[src/rtl/gate_test_pkg.sv]
// Shared types and constants for the gate-cell BIST sequencer.
// Truth tables are indexed by {a,b}; bit i is the expected y for a=i[1], b=i[0].
package gate_test_pkg;

    localparam int MAX_SETTLE = 15;

    localparam logic [3:0] TRUTH_NOR  = 4'b0001;
    localparam logic [3:0] TRUTH_NAND = 4'b0111;
    localparam logic [3:0] TRUTH_AND  = 4'b1000;
    localparam logic [3:0] TRUTH_OR   = 4'b1110;

    typedef enum logic [1:0] {
        ST_IDLE   = 2'd0,
        ST_SETTLE = 2'd1,
        ST_SAMPLE = 2'd2,
        ST_DONE   = 2'd3
    } state_e;

endpackage

[src/rtl/gate_bist_ctrl_if.sv]
// Control, GUT-drive and result signals between the BIST sequencer and its user.
// master drives start/abort and returns the GUT output; slave is the sequencer.
interface gate_bist_ctrl_if;
    logic       start;
    logic       abort;
    logic       a_out;
    logic       b_out;
    logic       y_in;
    logic       busy;
    logic       done;
    logic       pass;
    logic [2:0] err_cnt;
    logic [3:0] fail_vec;

    modport master (
        output start, abort, y_in,
        input  a_out, b_out, busy, done, pass, err_cnt, fail_vec
    );

    modport slave (
        input  start, abort, y_in,
        output a_out, b_out, busy, done, pass, err_cnt, fail_vec
    );
endinterface

[src/rtl/gate_bist_settle_timer.sv]
// Loadable 4-bit down-counter timing how long each vector is held on the GUT.
// Load takes priority over decrement; decrement saturates at zero.
module gate_bist_settle_timer (
    input  logic       clk,
    input  logic       rst,
    input  logic       i_load,
    input  logic [3:0] i_load_val,
    input  logic       i_dec,
    output logic [3:0] o_value,
    output logic       o_zero
);

    logic [3:0] r_cnt;

    always_ff @(posedge clk) begin
        if (rst) begin
            r_cnt <= 4'd0;
        end else if (i_load) begin
            r_cnt <= i_load_val;
        end else if (i_dec && (r_cnt != 4'd0)) begin
            r_cnt <= r_cnt - 4'd1;
        end
    end

    assign o_value = r_cnt;
    assign o_zero  = (r_cnt == 4'd0);

endmodule

[src/rtl/gate_bist_ctrl.sv]
// BIST sequencer for one 2-input gate: walks {a,b} through 00..11, holds each SETTLE_CYCLES,
// samples y and accumulates a failure map; done pulses 4*(SETTLE_CYCLES+1) cycles after start.
module gate_bist_ctrl
    import gate_test_pkg::*;
#(
    parameter int         SETTLE_CYCLES = 2,
    parameter logic [3:0] TRUTH         = TRUTH_NOR
) (
    input  logic             clk,
    input  logic             rst,
    gate_bist_ctrl_if.slave  bus
);

    localparam logic [1:0] S_IDLE   = ST_IDLE;
    localparam logic [1:0] S_SETTLE = ST_SETTLE;
    localparam logic [1:0] S_SAMPLE = ST_SAMPLE;
    localparam logic [1:0] S_DONE   = ST_DONE;
    localparam logic [3:0] LOAD_VAL = 4'(SETTLE_CYCLES - 1);

    if ((SETTLE_CYCLES < 1) || (SETTLE_CYCLES > MAX_SETTLE)) begin : g_bad_settle
        $error("gate_bist_ctrl: SETTLE_CYCLES must lie in 1..15");
    end

    logic [1:0] r_state;
    logic [1:0] r_idx;
    logic       r_a;
    logic       r_b;
    logic       r_pass;
    logic [2:0] r_err_cnt;
    logic [3:0] r_fail_vec;

    logic       w_go;
    logic       w_reload;
    logic       w_load;
    logic       w_dec;
    logic       w_zero;
    logic [3:0] w_value;
    logic       w_mismatch;
    logic [3:0] w_fail_next;

    assign w_go     = (r_state == S_IDLE) && bus.start && !bus.abort;
    assign w_reload = (r_state == S_SAMPLE) && !bus.abort && (r_idx != 2'd3);
    assign w_load   = w_go || w_reload;
    assign w_dec    = (r_state == S_SETTLE);

    // Case inequality so an undriven or X output on the GUT is a failure, never a pass.
    assign w_mismatch  = (bus.y_in !== TRUTH[r_idx]);
    assign w_fail_next = r_fail_vec | (w_mismatch ? (4'b0001 << r_idx) : 4'b0000);

    gate_bist_settle_timer u_timer (
        .clk        (clk),
        .rst        (rst),
        .i_load     (w_load),
        .i_load_val (LOAD_VAL),
        .i_dec      (w_dec),
        .o_value    (w_value),
        .o_zero     (w_zero)
    );

    always_ff @(posedge clk) begin
        if (rst) begin
            r_state    <= S_IDLE;
            r_idx      <= 2'd0;
            r_a        <= 1'b0;
            r_b        <= 1'b0;
            r_pass     <= 1'b0;
            r_err_cnt  <= 3'd0;
            r_fail_vec <= 4'd0;
        end else begin
            case (r_state)
                S_IDLE: begin
                    if (w_go) begin
                        r_state    <= S_SETTLE;
                        r_idx      <= 2'd0;
                        r_a        <= 1'b0;
                        r_b        <= 1'b0;
                        r_pass     <= 1'b0;
                        r_err_cnt  <= 3'd0;
                        r_fail_vec <= 4'd0;
                    end
                end
                S_SETTLE: begin
                    if (bus.abort) begin
                        r_state <= S_IDLE;
                    end else if (w_zero) begin
                        r_state <= S_SAMPLE;
                    end
                end
                S_SAMPLE: begin
                    // An abort in the sample cycle throws the sample away.
                    if (bus.abort) begin
                        r_state <= S_IDLE;
                    end else begin
                        if (w_mismatch) begin
                            r_fail_vec <= w_fail_next;
                            r_err_cnt  <= r_err_cnt + 3'd1;
                        end
                        if (r_idx == 2'd3) begin
                            r_state <= S_DONE;
                            r_pass  <= (w_fail_next == 4'd0);
                        end else begin
                            r_idx        <= r_idx + 2'd1;
                            {r_a, r_b}   <= r_idx + 2'd1;
                            r_state      <= S_SETTLE;
                        end
                    end
                end
                default: begin
                    r_state <= S_IDLE;
                end
            endcase
        end
    end

    assign bus.a_out    = r_a;
    assign bus.b_out    = r_b;
    assign bus.busy     = (r_state == S_SETTLE) || (r_state == S_SAMPLE);
    assign bus.done     = (r_state == S_DONE);
    assign bus.pass     = r_pass;
    assign bus.err_cnt  = r_err_cnt;
    assign bus.fail_vec = r_fail_vec;

    a_timer_range: assert property (@(posedge clk) disable iff (rst) w_value <= LOAD_VAL);

endmodule

[src/flat_wrapper.sv]
// flat-port wrapper written by rule: the top's interface ports become plain ports
module gate_bist_ctrl_flat import gate_test_pkg::*;
#(
    parameter int         SETTLE_CYCLES = 2,
    parameter logic [3:0] TRUTH         = TRUTH_NOR
)
  (clk, rst, bus_start, bus_abort, bus_y_in, bus_a_out, bus_b_out, bus_busy, bus_done, bus_pass, bus_err_cnt, bus_fail_vec);
  gate_bist_ctrl_if bus_i ();
  input  logic clk;
  input  logic rst;
  input wire logic [$bits(bus_i.start)-1:0] bus_start;
  input wire logic [$bits(bus_i.abort)-1:0] bus_abort;
  input wire logic [$bits(bus_i.y_in)-1:0] bus_y_in;
  output wire logic [$bits(bus_i.a_out)-1:0] bus_a_out;
  output wire logic [$bits(bus_i.b_out)-1:0] bus_b_out;
  output wire logic [$bits(bus_i.busy)-1:0] bus_busy;
  output wire logic [$bits(bus_i.done)-1:0] bus_done;
  output wire logic [$bits(bus_i.pass)-1:0] bus_pass;
  output wire logic [$bits(bus_i.err_cnt)-1:0] bus_err_cnt;
  output wire logic [$bits(bus_i.fail_vec)-1:0] bus_fail_vec;
  assign bus_i.start = bus_start;
  assign bus_i.abort = bus_abort;
  assign bus_i.y_in = bus_y_in;
  assign bus_a_out = bus_i.a_out;
  assign bus_b_out = bus_i.b_out;
  assign bus_busy = bus_i.busy;
  assign bus_done = bus_i.done;
  assign bus_pass = bus_i.pass;
  assign bus_err_cnt = bus_i.err_cnt;
  assign bus_fail_vec = bus_i.fail_vec;
  gate_bist_ctrl #(.SETTLE_CYCLES(SETTLE_CYCLES), .TRUTH(TRUTH)) u_core (.clk(clk), .rst(rst), .bus(bus_i));
endmodule
[config.mk]
export PLATFORM = sky130hd
export DESIGN_NAME = gate_bist_ctrl_flat
export DESIGN_NICKNAME = d
export VERILOG_FILES = /design/src/rtl/gate_test_pkg.sv /design/src/rtl/gate_bist_ctrl_if.sv /design/src/rtl/gate_bist_settle_timer.sv /design/src/rtl/gate_bist_ctrl.sv /design/src/flat_wrapper.sv
export SDC_FILE = /design/constraint.sdc
export NUM_CORES = 1
export LEC_CHECK = 0
export CAP_MARGIN = 0
export CORE_AREA = 2 2 50 52
export DETAILED_ROUTE_END_ITERATION = 7
export DIE_AREA = 0 0 52 54
export GPL_TIMING_DRIVEN = 0
export HOLD_SLACK_MARGIN = 0.15
export PLACE_DENSITY = 0.68
export SYNTH_ARGS = -nofsm -noshare
export SYNTH_HDL_FRONTEND = slang
export SYNTH_SLANG_ARGS = --single-unit
[constraint.sdc]
create_clock -name clk -period 1.7 [get_ports clk]
set_clock_uncertainty 0.15 [all_clocks]
set_input_delay 0.34 -clock clk [delete_from_list [all_inputs] [get_ports clk]]
set_output_delay 0.34 -clock clk [all_outputs]
set_load 0.005 [all_outputs]
==> results.py, run 1 <==
metrics = {
    "synthesis": {
        "syn_area_sq_um": 980.9,
        "syn_inst": 112,
        "yosysSeqAreaShare": 0.3265,
        "ys_seq_elements": 16,
        "synthSimpleGateAreaFrac": 0.2309,
        "synth.avg_cell_area_sq_um": 8.758,
        "yosysWarnings": 0,
        "synthXorXnorAreaFrac": 0.008929,
        "synth_compound_area_frac": 0.2360,
        "synth_mux_area_frac": 0,
        "synth_top_family_by_area": "compound AO/OA/AOI/OAI gates",
        "ys_types": 37,
        "syn-num-nets": 128,
        "synth_fa_ha_area_frac": 0.1403,
    },
    "cts": {
        "cts_tree": "built",
        "cts_buffers": 3,
        "h-tree-depth": 1,
        "cts_root_buffer": "clkbuf_4",
        "clk_pin_slew_ns": 0.10,
        "ctsHoldBuffers": 0,
        "cts_buffer_depth": 2,
        "cts.sinks": 16,
        "clk_latency_ns": 0.29,
    },
    "outcome": {
        "status": "complete, but fails checks",
        "failed_checks": "setup timing",
    },
    "route": {
        "drt_iter0_drc": 22,
        "route.detailed.drc": 0,
        "vias": 956,
        "wl_mm": 2.410,
        "firstDrtPassIters": 4,
        "wl_per_cell_um": 13.93,
        "ant_nets": 0,
        "vias_per_cell": 5.526,
    },
    "setup_path": {
        "cp_max_fo": 5,
        "crit_arrival_ns": 1.84,
        "start_kind": "register",
        "worst_setup_path_end_kind": "register",
        "required_ns": 1.78,
        "path_class": "register to register",
    },
    "finish": {
        "final_cells": 173,
        "final_common_cell": "buf_4",
        "nNetsFinal": 160,
        "n_antenna_cell": 0,
        "area_delta_synth_final_pct": 48.72,
        "final_layout_size_suffix_gt1_frac": 0.3916,
        "final_cell_mix": "buf_4 (12), a21oi_1 (9), clkdlybuf4s50_1 (9)",
    },
    "timing": {
        "min_period_ns": 1.765,
        "timing.final.ws_setup_ns": -0.06496,
        "fmaxAchievable_mhz": 566.6,
        "slew_headroom": 0.6918,
        "fin_crit_sh": 1.038,
        "rsz0062_at_grt": "true",
        "setup_viol": 5,
        "finalHoldViolations": 0,
        "worst_slew_pin_slew_ns": 0.4623,
        "fin_hold_ws_ns": 0.3334,
        "slew_violations": 0,
    },
    "placement": {
        "place_inst": 157,
        "globalplace.congestion": 0.7939,
        "hpwl_mm": 1.626,
        "port_buffers": 15,
    },
    "die": {
        "ioPinCount": 17,
        "core_sq_mm": 0.002320,
        "rows": 18,
        "die_w_um": 52,
        "initial_core_util": 0.4229,
        "die-height_um": 54,
        "die-area_sq_mm": 0.002808,
    },
    "grt": {
        "grt_use_total": 0.1881,
        "gr-total-overflow": 0,
        "grt_antenna_before_repair": 0,
        "grt_max_degree": 11,
        "grt_pass1_vias": 901,
        "grt_pass1_wl_mm": 3.870,
    },
    "pwr": {
        "peakVddDrop_mv": 0.5095,
        "power_density_mw_per_mm2": 753.5,
        "p_leak_nw": 0.5739,
    },
    "worst_hold_path": {
        "hold_path.class": "register to register",
    },
    "run": {
        "cap_violations": 0,
    },
}
-- layer usage --
metal / wire (um) / global-route usage / share of wire / up-vias
met5: 0 / 0 / 0 / -
met4: 48 / 0.08772 / 0.020 / 0
met3: 82 / 0.03611 / 0.034 / 8
met2: 1249 / 0.3354 / 0.52 / 26
met1: 1029 / 0.2166 / 0.43 / 458
li1: - / - / - / 464
-- synth_stat cells --
library cell	instances	area, sq um
a2111oi_0	1	8.760
a211oi_1	2	15.01
a21o_1	1	7.510
a21oi_1	11	55.05
a2bb2oi_1	2	17.52
and2_2	3	22.52
buf_6	1	11.26
clkbuf_1	3	11.26
dfxtp_1	16	320.3
ha_1	11	137.6
inv_1	8	30.03
inv_2	1	3.750
nand2_1	2	7.510
nand2b_1	4	25.02
nand3_1	1	5.000
nand3b_1	1	7.510
nor2_1	5	18.77
nor2b_1	3	18.77
nor3_1	3	15.01
nor3b_1	5	37.54
nor4_1	1	6.260
o2111ai_1	1	8.760
o211ai_1	1	7.510
o21a_1	4	30.03
o21ai_0	6	30.03
o21ba_2	1	10.01
o221ai_1	1	8.760
o31a_1	1	8.760
o31ai_1	2	15.01
o32ai_1	1	8.760
or2_2	1	6.260
or2b_1	1	7.510
or3_1	3	18.77
or3_4	1	11.26
or3b_1	1	8.760
or4b_1	1	10.01
xnor2_1	1	8.760
-- cell families (layout without fill, tap and decap cells) --
group | count (synthesis) | in the layout
XOR/XNOR | 1 | 1
AO/OA/AOI/OAI | 35 | 35
AND/OR/NAND/NOR | 36 | 36
buffers and inverters | 13 | 44
flip-flops | 16 | 16
adder cells (fa/ha/maj) | 11 | 11
-- power breakdown --
group          switching (mW)  internal (mW)
Clock                   0.124          0.130
Combinational           0.200          0.226
Sequential             0.0221          0.397
-- layout make-up --
type / instances / area (sq um)
Fill cell: 205 / 860.8
Multi-Input combinational cell: 83 / 730.7
Sequential cell: 16 / 335.3
Timing Repair Buffer: 28 / 257.7
Inverter: 9 / 41.29
Tap cell: 30 / 37.54
Clock buffer: 4 / 36.28
Buffer: 3 / 20.02
-- through the flow --
| step | worst slack, ns | cell area [sq um] | power, mW | utilization | setup TNS [ns] |
|---|---|---|---|---|---|
| after global routing | -0.1165 | 1459 | 1.168 | 0.6289 | -0.4598 |
| after floorplan | -0.01715 | 1028 | 0.6437 | - | -0.01715 |
| after CTS | -0.06569 | 1390 | 1.050 | 0.5992 | -0.1480 |
| after detailed placement | -0.3484 | 1216 | 0.7230 | 0.5243 | -3.377 |
| after global placement | -0.3290 | 1216 | 0.7106 | 0.5243 | -3.115 |
| final | -0.06496 | 1459 | 1.099 | 0.6289 | -0.2223 |
-- critical path: stages, from the launching register on --
cell and delay (ns):
dfxtp_2 0.38, inv_4 0.06, ha_4 0.17, nor2b_4 0.13, or3_4 0.35, or3b_1 0.36, a21oi_1 0.12
-- registers in the layout, indices dropped and copies added (netlist names) --
| register | flops |
|---|---|
| u_core.bus.err_cnt | 3 |
| u_core.r_state | 2 |
| u_core.bus.a_out | 1 |
| u_core.bus.pass | 1 |
| u_core.bus.b_out | 1 |
| u_core.u_timer.o_value | 4 |
| u_core.bus.fail_vec | 4 |
-- final timing paths --
| kind | from | endpoint | slack (ns) | cells after the start |
|---|---|---|---|---|
| worst max-delay path | u_core.r_state[0]$_SDFFE_PP0P_ | u_core.bus.err_cnt[1]$_SDFFE_PP0P_ | -0.06 | 6 |
| worst min-delay path | u_core.bus.fail_vec[2]$_SDFFE_PP0P_ | u_core.bus.fail_vec[2]$_SDFFE_PP0P_ | 0.33 | 1 |
| worst max register to register | u_core.r_state[0]$_SDFFE_PP0P_ | u_core.bus.err_cnt[1]$_SDFFE_PP0P_ | -0.06 | 6 |
| worst min register to register | u_core.bus.fail_vec[2]$_SDFFE_PP0P_ | u_core.bus.fail_vec[2]$_SDFFE_PP0P_ | 0.33 | 1 |
-- timing repair --
item / 4_1_cts / 5_1_grt
pin swaps: 6 / 6
cloned: 0 / 0
endpoints found under the hold margin: 0 / 0
setup endpoints to repair: 12 / 22
setup buffers: 11 / 2
resized for setup: 21 / 25
(Power assumes the default switching activity.)
==> run 2, diff against run 1 <==
Clock period 1.7 ns to 1.6 ns, I/O delays scaled along.
==> results.py, run 2 (synthesis results as in run 1) <==
metrics = {
    "finish": {
        "n_antenna_cell": 0,
        "final_common_cell": "buf_4",
        "final_util": 0.7033,
        "area_delta_synth_final_pct": 66.33,
        "final_cells": 184,
        "nNetsFinal": 171,
        "stdcell_area_sq_mm": 0.001632,
        "final_layout_size_suffix_gt1_frac": 0.5390,
        "final_cell_mix": "buf_4 (18), dfxtp_2 (9), buf_6 (7), ha_4 (7), a21oi_1 (6)",
    },
    "route": {
        "drt_iter0_drc": 25,
        "wl_per_cell_um": 14.76,
        "firstDrtPassIters": 4,
        "route.detailed.drc": 0,
        "wl_mm": 2.715,
        "vias": 1007,
        "vias_per_cell": 5.473,
        "ant_nets": 0,
    },
    "worst_hold_path": {
        "hold_path_end": "u_core.r_state[1]$_SDFFE_PP0P_",
        "hold_path.class": "input port to register",
        "min_from": "bus_abort",
        "hold_path_depth": 2,
    },
    "placement": {
        "port_buffers": 15,
        "globalplace.congestion": 0.7644,
        "hpwl_mm": 1.554,
        "place_inst": 157,
        "dpl_cell_area_sq_mm": 0.001234,
    },
    "setup_path": {
        "cp_max_fo": 6,
        "cp_cell_sequence": "inv_4 > ha_4 > nor2b_4 > or3_4 > or3_1 > a21oi_1",
        "worst_path_largest_cell_delay_ns": 0.42,
        "r2r-start": "u_core.r_state[1]$_SDFFE_PP0P_",
        "cp_slowest_cell": "or3_4",
        "worst_setup_path_end_kind": "register",
        "critPathTopFamily": "simple AND/OR/NAND/NOR gates",
        "r2r_cells": 6,
        "critPathBufInv": 1,
        "r2r_end": "u_core.bus.b_out$_SDFFE_PP0P_",
        "path_class": "register to register",
        "crit_arrival_ns": 1.91,
        "start_kind": "register",
        "r2r_slack_ns": -0.24,
        "required_ns": 1.67,
    },
    "timing": {
        "rsz0062_at_grt": "true",
        "fin_hold_ws_ns": 0.3171,
        "fin_crit_sh": 1.152,
        "slew_violations": 0,
        "fmaxAchievable_mhz": 542.4,
        "setup_viol": 16,
        "worst_slew_pin_slew_ns": 0.5095,
        "timing.final.ws_setup_ns": -0.2436,
        "finalHoldViolations": 0,
        "min_period_ns": 1.844,
        "slew_headroom": 0.6604,
    },
    "grt": {
        "gr-total-overflow": 0,
        "grt_max_degree": 11,
        "grt_pass1_vias": 971,
        "grt_antenna_before_repair": 0,
        "grt_use_total": 0.2067,
        "grt_pass1_wl_mm": 4.250,
    },
    "die": {
        "die-height_um": 54,
        "die-area_sq_mm": 0.002808,
        "ioPinCount": 17,
        "core_sq_mm": 0.002320,
        "initial_core_util": 0.4229,
        "die_w_um": 52,
        "rows": 18,
    },
    "cts": {
        "cts_buffers": 3,
        "cts_tree": "built",
        "cts.sinks": 16,
        "clk_pin_slew_ns": 0.10,
        "cts_root_buffer": "clkbuf_4",
        "ctsHoldBuffers": 0,
        "cts_buffer_depth": 2,
        "h-tree-depth": 1,
        "clk_latency_ns": 0.29,
    },
    "outcome": {
        "status": "complete, but fails checks",
        "failed_checks": "setup timing",
    },
    "pwr": {
        "p_total_mw": 1.283,
        "p_leak_nw": 0.7079,
        "power_density_mw_per_mm2": 786.4,
        "peakVddDrop_mv": 0.7508,
    },
    "run": {
        "cap_violations": 0,
    },
}
[run 2: report_power, final]
group | switching (mW) | leakage (nW) | total (mW) | internal (mW)
sequential | 0.0222 | 0.135 | 0.444 | 0.422
clock | 0.135 | 0.0210 | 0.274 | 0.139
combinational | 0.263 | 0.551 | 0.565 | 0.302
[run 2: timing repair]
| action | CTS | global route |
|---|---|---|
| setup buffers | 21 | 3 |
| resized for setup | 48 | 22 |
| setup endpoints to repair | 25 | 22 |
| pin swaps | 10 | 6 |
[run 2: worst max path at each step]
stage                                         startpoint                                   to  slack (ns)  cells past startpoint
final                     u_core.r_state[1]$_SDFFE_PP0P_        u_core.bus.b_out$_SDFFE_PP0P_       -0.24                      6
after global routing      u_core.r_state[1]$_SDFFE_PP0P_       u_core.r_state[0]$_SDFFE_PP0P_       -0.30                      7
after CTS                 u_core.r_state[1]$_SDFFE_PP0P_   u_core.bus.err_cnt[1]$_SDFFE_PP0P_       -0.20                      6
after detailed placement                       bus_start  u_core.bus.fail_vec[2]$_SDFFE_PP0P_       -0.47                      6
after global placement                         bus_start  u_core.bus.fail_vec[2]$_SDFFE_PP0P_       -0.43                      6
after floorplan           u_core.r_state[1]$_SDFFE_PP0P_   u_core.bus.err_cnt[1]$_SDFFE_PP0P_       -0.09                      6
[run 2: per-stage QoR]
stage / worst slack, ns / TNS [ns]
global route: -0.2962 / -2.716
floorplan: -0.09246 / -0.3279
finish: -0.2436 / -1.842
global placement: -0.4306 / -5.116
detailed placement: -0.4711 / -5.461
CTS: -0.1999 / -1.507
[run 2: routing by layer]
layer / part of all wire / GRT usage / up-vias
met5: 0 / 0 / -
met4: 0.020 / 0.09211 / 0
met3: 0.027 / 0.05000 / 8
met2: 0.53 / 0.3713 / 18
met1: 0.43 / 0.2308 / 489
li1: - / - / 492
[run 2: area by class of cell]
type,count,area (sq um)
Buffer,4,33.78
Timing Repair Buffer,38,341.6
Multi-Input combinational cell,83,802.0
Fill cell,183,688.2
Inverter,9,41.29
Sequential cell,16,339.1
Tap cell,30,37.54
Clock buffer,4,36.28
[run 2: worst register-to-register path, delay by kind of cell, from the launching register on]
kind | cells | cell delay (ns)
AO/OA/AOI/OAI | 1 | 0.15
AND/OR/NAND/NOR | 3 | 0.88
flip-flops | 1 | 0.38
adder cells (fa/ha/maj) | 1 | 0.17
buffers and inverters | 1 | 0.04
